===== config.mk =====
export PLATFORM = sky130hd
export DESIGN_NAME = mix_pipe
export DESIGN_NICKNAME = d
export VERILOG_FILES = /design/src/rtl/mix_pipe.sv
export SDC_FILE = /design/constraint.sdc
export NUM_CORES = 2
export LEC_CHECK = 0
export BUFFER_PORTS_ARGS = -buffer_cell sky130_fd_sc_hd__buf_2
export CAP_MARGIN = 20
export CORE_AREA = 2 2 398 400
export DETAILED_ROUTE_END_ITERATION = 10
export DIE_AREA = 0 0 400 402
export PLACE_DENSITY = 0.64
export SLEW_MARGIN = 20
export SYNTH_ARGS = -nofsm -noshare
export SYNTH_HDL_FRONTEND = slang
export SYNTH_SLANG_ARGS = --single-unit

===== constraint.sdc =====
create_clock -name clk -period 3.15 [get_ports clk]
set_clock_uncertainty 0.1 [all_clocks]
set_input_delay 0.63 -clock clk [delete_from_list [all_inputs] [get_ports clk]]
set_output_delay 0.63 -clock clk [all_outputs]
set_load 0.01 [all_outputs]

===== src/rtl/mix_pipe.sv =====
// ============================================================================
// Module   : mix_pipe
// Two-stage valid/ready MIX pipeline over LANES words of W bits.
// Optional inverse MIX (mode_i port) when MIX_PIPE_INV_EN is defined.
// Revision : 1.0
// ============================================================================
`default_nettype none

module mix_pipe #(
    parameter int W     = 64,
    parameter int LANES = 4
) (
    input  logic               clk,
    input  logic               rst_n,
    input  logic [LANES*W-1:0] x0_i,
    input  logic [LANES*W-1:0] x1_i,
    input  logic [7:0]         d_i,
    input  logic               in_valid,
    output logic               in_ready,
`ifdef MIX_PIPE_INV_EN
    input  logic               mode_i,
`endif
    output logic [LANES*W-1:0] y0_o,
    output logic [LANES*W-1:0] y1_o,
    output logic               out_valid,
    input  logic               out_ready
);

    localparam int RW = $clog2(W);

    // Low RW bits of a 6-bit table entry equal the entry mod W for W = 32/64.
    function automatic logic [RW-1:0] rot_amt(input logic [2:0] row, input int lane);
        logic [47:0] v;
        case (row)
            3'd0:    v = {6'd12, 6'd38, 6'd22, 6'd16, 6'd40, 6'd37, 6'd43, 6'd55};
            3'd1:    v = {6'd57, 6'd52, 6'd13, 6'd14, 6'd13, 6'd46, 6'd25, 6'd25};
            3'd2:    v = {6'd54, 6'd32, 6'd12, 6'd21, 6'd57, 6'd18, 6'd8,  6'd33};
            3'd3:    v = {6'd34, 6'd59, 6'd9,  6'd44, 6'd60, 6'd25, 6'd43, 6'd34};
            3'd4:    v = {6'd41, 6'd35, 6'd9,  6'd51, 6'd48, 6'd47, 6'd7,  6'd28};
            3'd5:    v = {6'd15, 6'd40, 6'd42, 6'd43, 6'd25, 6'd18, 6'd6,  6'd17};
            3'd6:    v = {6'd56, 6'd2,  6'd18, 6'd19, 6'd45, 6'd32, 6'd7,  6'd58};
            default: v = {6'd56, 6'd53, 6'd48, 6'd37, 6'd58, 6'd27, 6'd49, 6'd47};
        endcase
        return v[lane*6 +: RW];
    endfunction

    function automatic logic [W-1:0] rol(input logic [W-1:0] x, input logic [RW-1:0] r);
        logic [2*W-1:0] t;
        t = {x, x} << r;
        return t[2*W-1:W];
    endfunction

    function automatic logic [W-1:0] ror(input logic [W-1:0] x, input logic [RW-1:0] r);
        logic [2*W-1:0] t;
        t = {x, x} >> r;
        return t[W-1:0];
    endfunction

    logic                  r_v1;
    logic                  r_v2;
    logic [LANES*W-1:0]    r_a;
    logic [LANES*W-1:0]    r_b;
    logic [LANES*RW-1:0]   r_amt;
    logic [LANES*W-1:0]    r_y0;
    logic [LANES*W-1:0]    r_y1;
    logic                  r_mode;

    logic [LANES*W-1:0]    w_a;
    logic [LANES*W-1:0]    w_b;
    logic [LANES*RW-1:0]   w_amt;
    logic [LANES*W-1:0]    w_y0;
    logic [LANES*W-1:0]    w_y1;
    logic [2:0]            w_row;
    logic                  w_mode;
    logic                  w_adv1;
    logic                  w_adv2;

`ifdef MIX_PIPE_INV_EN
    assign w_mode = mode_i;
`else
    assign w_mode = 1'b0;
`endif

    assign w_row  = 3'(d_i % 8'd8);
    assign w_adv2 = !r_v2 || out_ready;
    assign w_adv1 = !r_v1 || !r_v2 || out_ready;

    // Stage 1 holds (sum, x1) for forward and (x0, x0^x1) for inverse.
    for (genvar j = 0; j < LANES; j++) begin : g_lane
        logic [W-1:0] w_x0;
        logic [W-1:0] w_x1;
        logic [W-1:0] w_sa;
        logic [W-1:0] w_sb;
        logic [RW-1:0] w_r;
        logic [W-1:0] w_t;

        assign w_x0 = x0_i[j*W +: W];
        assign w_x1 = x1_i[j*W +: W];
        assign w_amt[j*RW +: RW] = rot_amt(w_row, j);

        assign w_sa = r_a[j*W +: W];
        assign w_sb = r_b[j*W +: W];
        assign w_r  = r_amt[j*RW +: RW];

`ifdef MIX_PIPE_INV_EN
        assign w_a[j*W +: W]  = w_mode ? w_x0 : w_x0 + w_x1;
        assign w_b[j*W +: W]  = w_mode ? (w_x0 ^ w_x1) : w_x1;
        assign w_t            = ror(w_sb, w_r);
        assign w_y0[j*W +: W] = r_mode ? w_sa - w_t : w_sa;
        assign w_y1[j*W +: W] = r_mode ? w_t : (rol(w_sb, w_r) ^ w_sa);
`else
        assign w_a[j*W +: W]  = w_x0 + w_x1;
        assign w_b[j*W +: W]  = w_x1;
        assign w_t            = rol(w_sb, w_r);
        assign w_y0[j*W +: W] = w_sa;
        assign w_y1[j*W +: W] = w_t ^ w_sa;
`endif
    end

    always_ff @(posedge clk or negedge rst_n) begin
        if (!rst_n) begin
            r_v1   <= 1'b0;
            r_v2   <= 1'b0;
            r_a    <= '0;
            r_b    <= '0;
            r_amt  <= '0;
            r_mode <= 1'b0;
            r_y0   <= '0;
            r_y1   <= '0;
        end else begin
            if (w_adv1) begin
                r_v1 <= in_valid;
                if (in_valid) begin
                    r_a    <= w_a;
                    r_b    <= w_b;
                    r_amt  <= w_amt;
                    r_mode <= w_mode;
                end
            end
            if (w_adv2) begin
                r_v2 <= r_v1;
                if (r_v1) begin
                    r_y0 <= w_y0;
                    r_y1 <= w_y1;
                end
            end
        end
    end

    assign in_ready  = w_adv1;
    assign out_valid = r_v2;
    assign y0_o      = r_y0;
    assign y1_o      = r_y1;

endmodule

`default_nettype wire


==> reports/summary.txt <==
hpwl dp: 244 mm
synth warn: 0
Leak: 43.9 nW
max_cap viols: 0
total track usage: 0.362
Max Clock Freq: 319 MHz
CTS tree: yes
first-pass GRT wire length: 430 mm
sequential power share: 0.320
area leader, netlist: dfrtp_1
top cells by area, synth: dfrtp_1, mux4_2, nand2_1, mux2_2, o21ai_0
Synth cell types: 83
Async S/R FF share, synth: 1.00
Core Rows: 146
Final Hold Vio Count: 0
Post-Syn Nets: 8,206
Gate power share: 0.462
number of flops mapped to enable cells by yosys: 0
Worst-Skew Late Latency: 770 ps
Buf+Inv Stages, Crit Path: 1
utilization after layout: 0.590
#FFs+latches synth: 1,050
net load switching power: 27.1 mW
CP max stage cell: dfrtp_4
Reg clk slew, reported paths: 60 ps
Area Overhead vs Synth: 27.6%
Pint: 39.4 mW
crit path max fanout: 16
total clock sinks: 1,050
worst-case clock buffer depth: 3
Critical Path AT: 3670 ps
vias in the first global route: 65,026
net count reported at finish: 10,000
drt first pass iters: 6
top-area cell type share of the netlist area: 0.362
PD cells: 718 nW/µm²
Worst Setup End Kind: flop
# fillers: 13,845
Vias per Instance: 5.89
worst min path class: in -> reg
cell area after layout: 92,600 µm²
Post-Synthesis Cells: 7,421
Crit path max-delay family: multiplexers
share of layout cells above drive strength 1: 0.364
run status: completed
pin count of the biggest net entering global routing: 119
htree depth: 3
main flop type after synthesis: dfrtp_1
Critical Path Max Stage Delay: 550 ps
kind of critical path: reg -> reg
Root Buffer: clkbuf_16
die area: 161,000 µm²
fin crit share: 0.994
final slew viol count: 0
startpoint types: flop
boundary pin count: 1,038
switching share of power: 0.408
Worst EP required: 3690 ps
Clock power frac: 0.217
Power Total: 66.5 mW
VDD IR-drop max: 0.569 mV
DR DRC count: 0
Port Buffers: 1,032
Via Count: 67,070
initial antenna violation count: 23
placed instance area: 88,100 µm²
Worst Tran Pin Value: 721 ps
commonest non-fill, non-tap cell in the layout: nand2_1
die width: 400 µm
ANT nets after route: 0
sequential area share after synthesis: 0.362
most frequent cells in the layout: nand2_1, buf_4, buf_2
global route overflow: 0
1st-iter DRT viols: 6,200
GP Congestion: 1.01
Core Area: 157,000 µm²
setup violators final: 0
cells along the critical path: buf_16 -> mux4_2 -> mux2_2 -> o21ai_0 -> mux4_2 -> xor2_1 -> o21ai_0
final WL: 298 mm
post-synthesis cell area: 72,600 µm²
CTS buffer count: 117
Tmin final: 3130 ps
die span in y: 402 µm
WHS: 45.6 ps
routed length per instance: 26.2 µm
unrepaired setup endpoints after global routing: yes
syn_area_per_cell: 9.78 µm²
Initial Util: 0.462
Max-slew headroom: 0.519
-- state kept, by name, summed over array words and instances (netlist names) --
signal,cells
r_a,256
r_b,256
y0_o,256
y1_o,256
r_amt,24
out_valid,1
r_v1,1
-- area by class of cell --
class / instances / area (µm²) / area share
antenna: 6 / 15.0 / 0.000162
clock buffer: 167 / 3330 / 0.0359
clock inverter: 47 / 656 / 0.00708
inverter: 84 / 315 / 0.00340
multi-input combinational: 5772 / 44500 / 0.480
sequential: 1050 / 26300 / 0.284
tap: 2072 / 2590 / 0.0280
timing repair buffer: 2190 / 14900 / 0.161
-- tightest hold or removal path, delay by kind of cell --
family	cells	cell delay, ps
buffers and inverters	1	140
AND/OR/NAND/NOR	2	100
-- Yosys cell counts (all sizes together), types with 47 or more instances --
cell / count
nor2: 157
ha: 257
mux2i: 141
inv: 81
dfrtp: 1050
clkbuf: 417
mux4: 496
buf: 98
nor3: 47
xor2: 343
nand3: 72
o21bai: 65
nand4: 73
nand2: 1767
xnor2: 129
a21o: 171
o21ai: 894
mux2: 395
a21oi: 312
-- path summary, 6_finish.rpt --
path                            depth (start not counted)      from        end  slack, ps
worst max-delay path                                    7  r_amt[6]  y1_o[127]         20
min in group asynchronous                               2     rst_n  y1_o[217]        260
worst max register to register                          7  r_amt[6]  y1_o[127]         20
worst min register to register                          2  y1_o[39]   y1_o[39]        380
max in group asynchronous                               4     rst_n    r_a[38]       1580
worst min-delay path                                    3  x1_i[46]    r_b[46]         50
-- power groups by stage --
stage	registers [mW]	logic, mW	clock network, mW
6_report	21.3	30.7	14.4
5_1_grt	21.7	32.7	15.2
4_1_cts	21.2	30.3	14.7
3_5_place_dp	21.4	30.0	0
3_3_place_gp	21.3	29.8	0
2_1_floorplan	21.2	15.6	0
-- metal layers --
layer  GRT usage  up-vias  share of wire  routed length, µm
li1            -    30384              -                  -
met3      0.0779      489          0.085              25400
met4       0.160       18          0.050              15000
met1       0.476    33374           0.40             120000
met5           0        -        0.00036                106
met2       0.574     2805           0.46             137000
-- cell families after synthesis --
family | synth area share
xor gates and xnor gates | 0.0569
buffers and inverters | 0.0315
AOI/OAI and AO/OA | 0.142
DFF | 0.362
and+or+nand+nor | 0.128
adders and majority gates | 0.0454
muxes | 0.235
-- stage by stage --
| step | cells | setup slack (ps) | setup TNS [ps] |
|---|---|---|---|
| floorplan | 7421 | -104 | -233 |
| global placement | 11138 | -1130 | -74820 |
| detailed placement | 11138 | -1120 | -77960 |
| CTS | 11367 | 0.308 | 0 |
| global route | 11385 | -46.6 | -86.7 |
| finish | 11388 | 17.7 | 0 |
-- what timing repair did --
action / CTS / global route
pin swaps: 1 / 8
gates resized for setup: 5 / 120
hold endpoints to repair: 38 / 0
cloned: 0 / 2
setup buffers: 1 / 13
hold buffers: 14 / 0
endpoints found under the setup margin: 12 / 103
(Power assumes the default switching activity.)
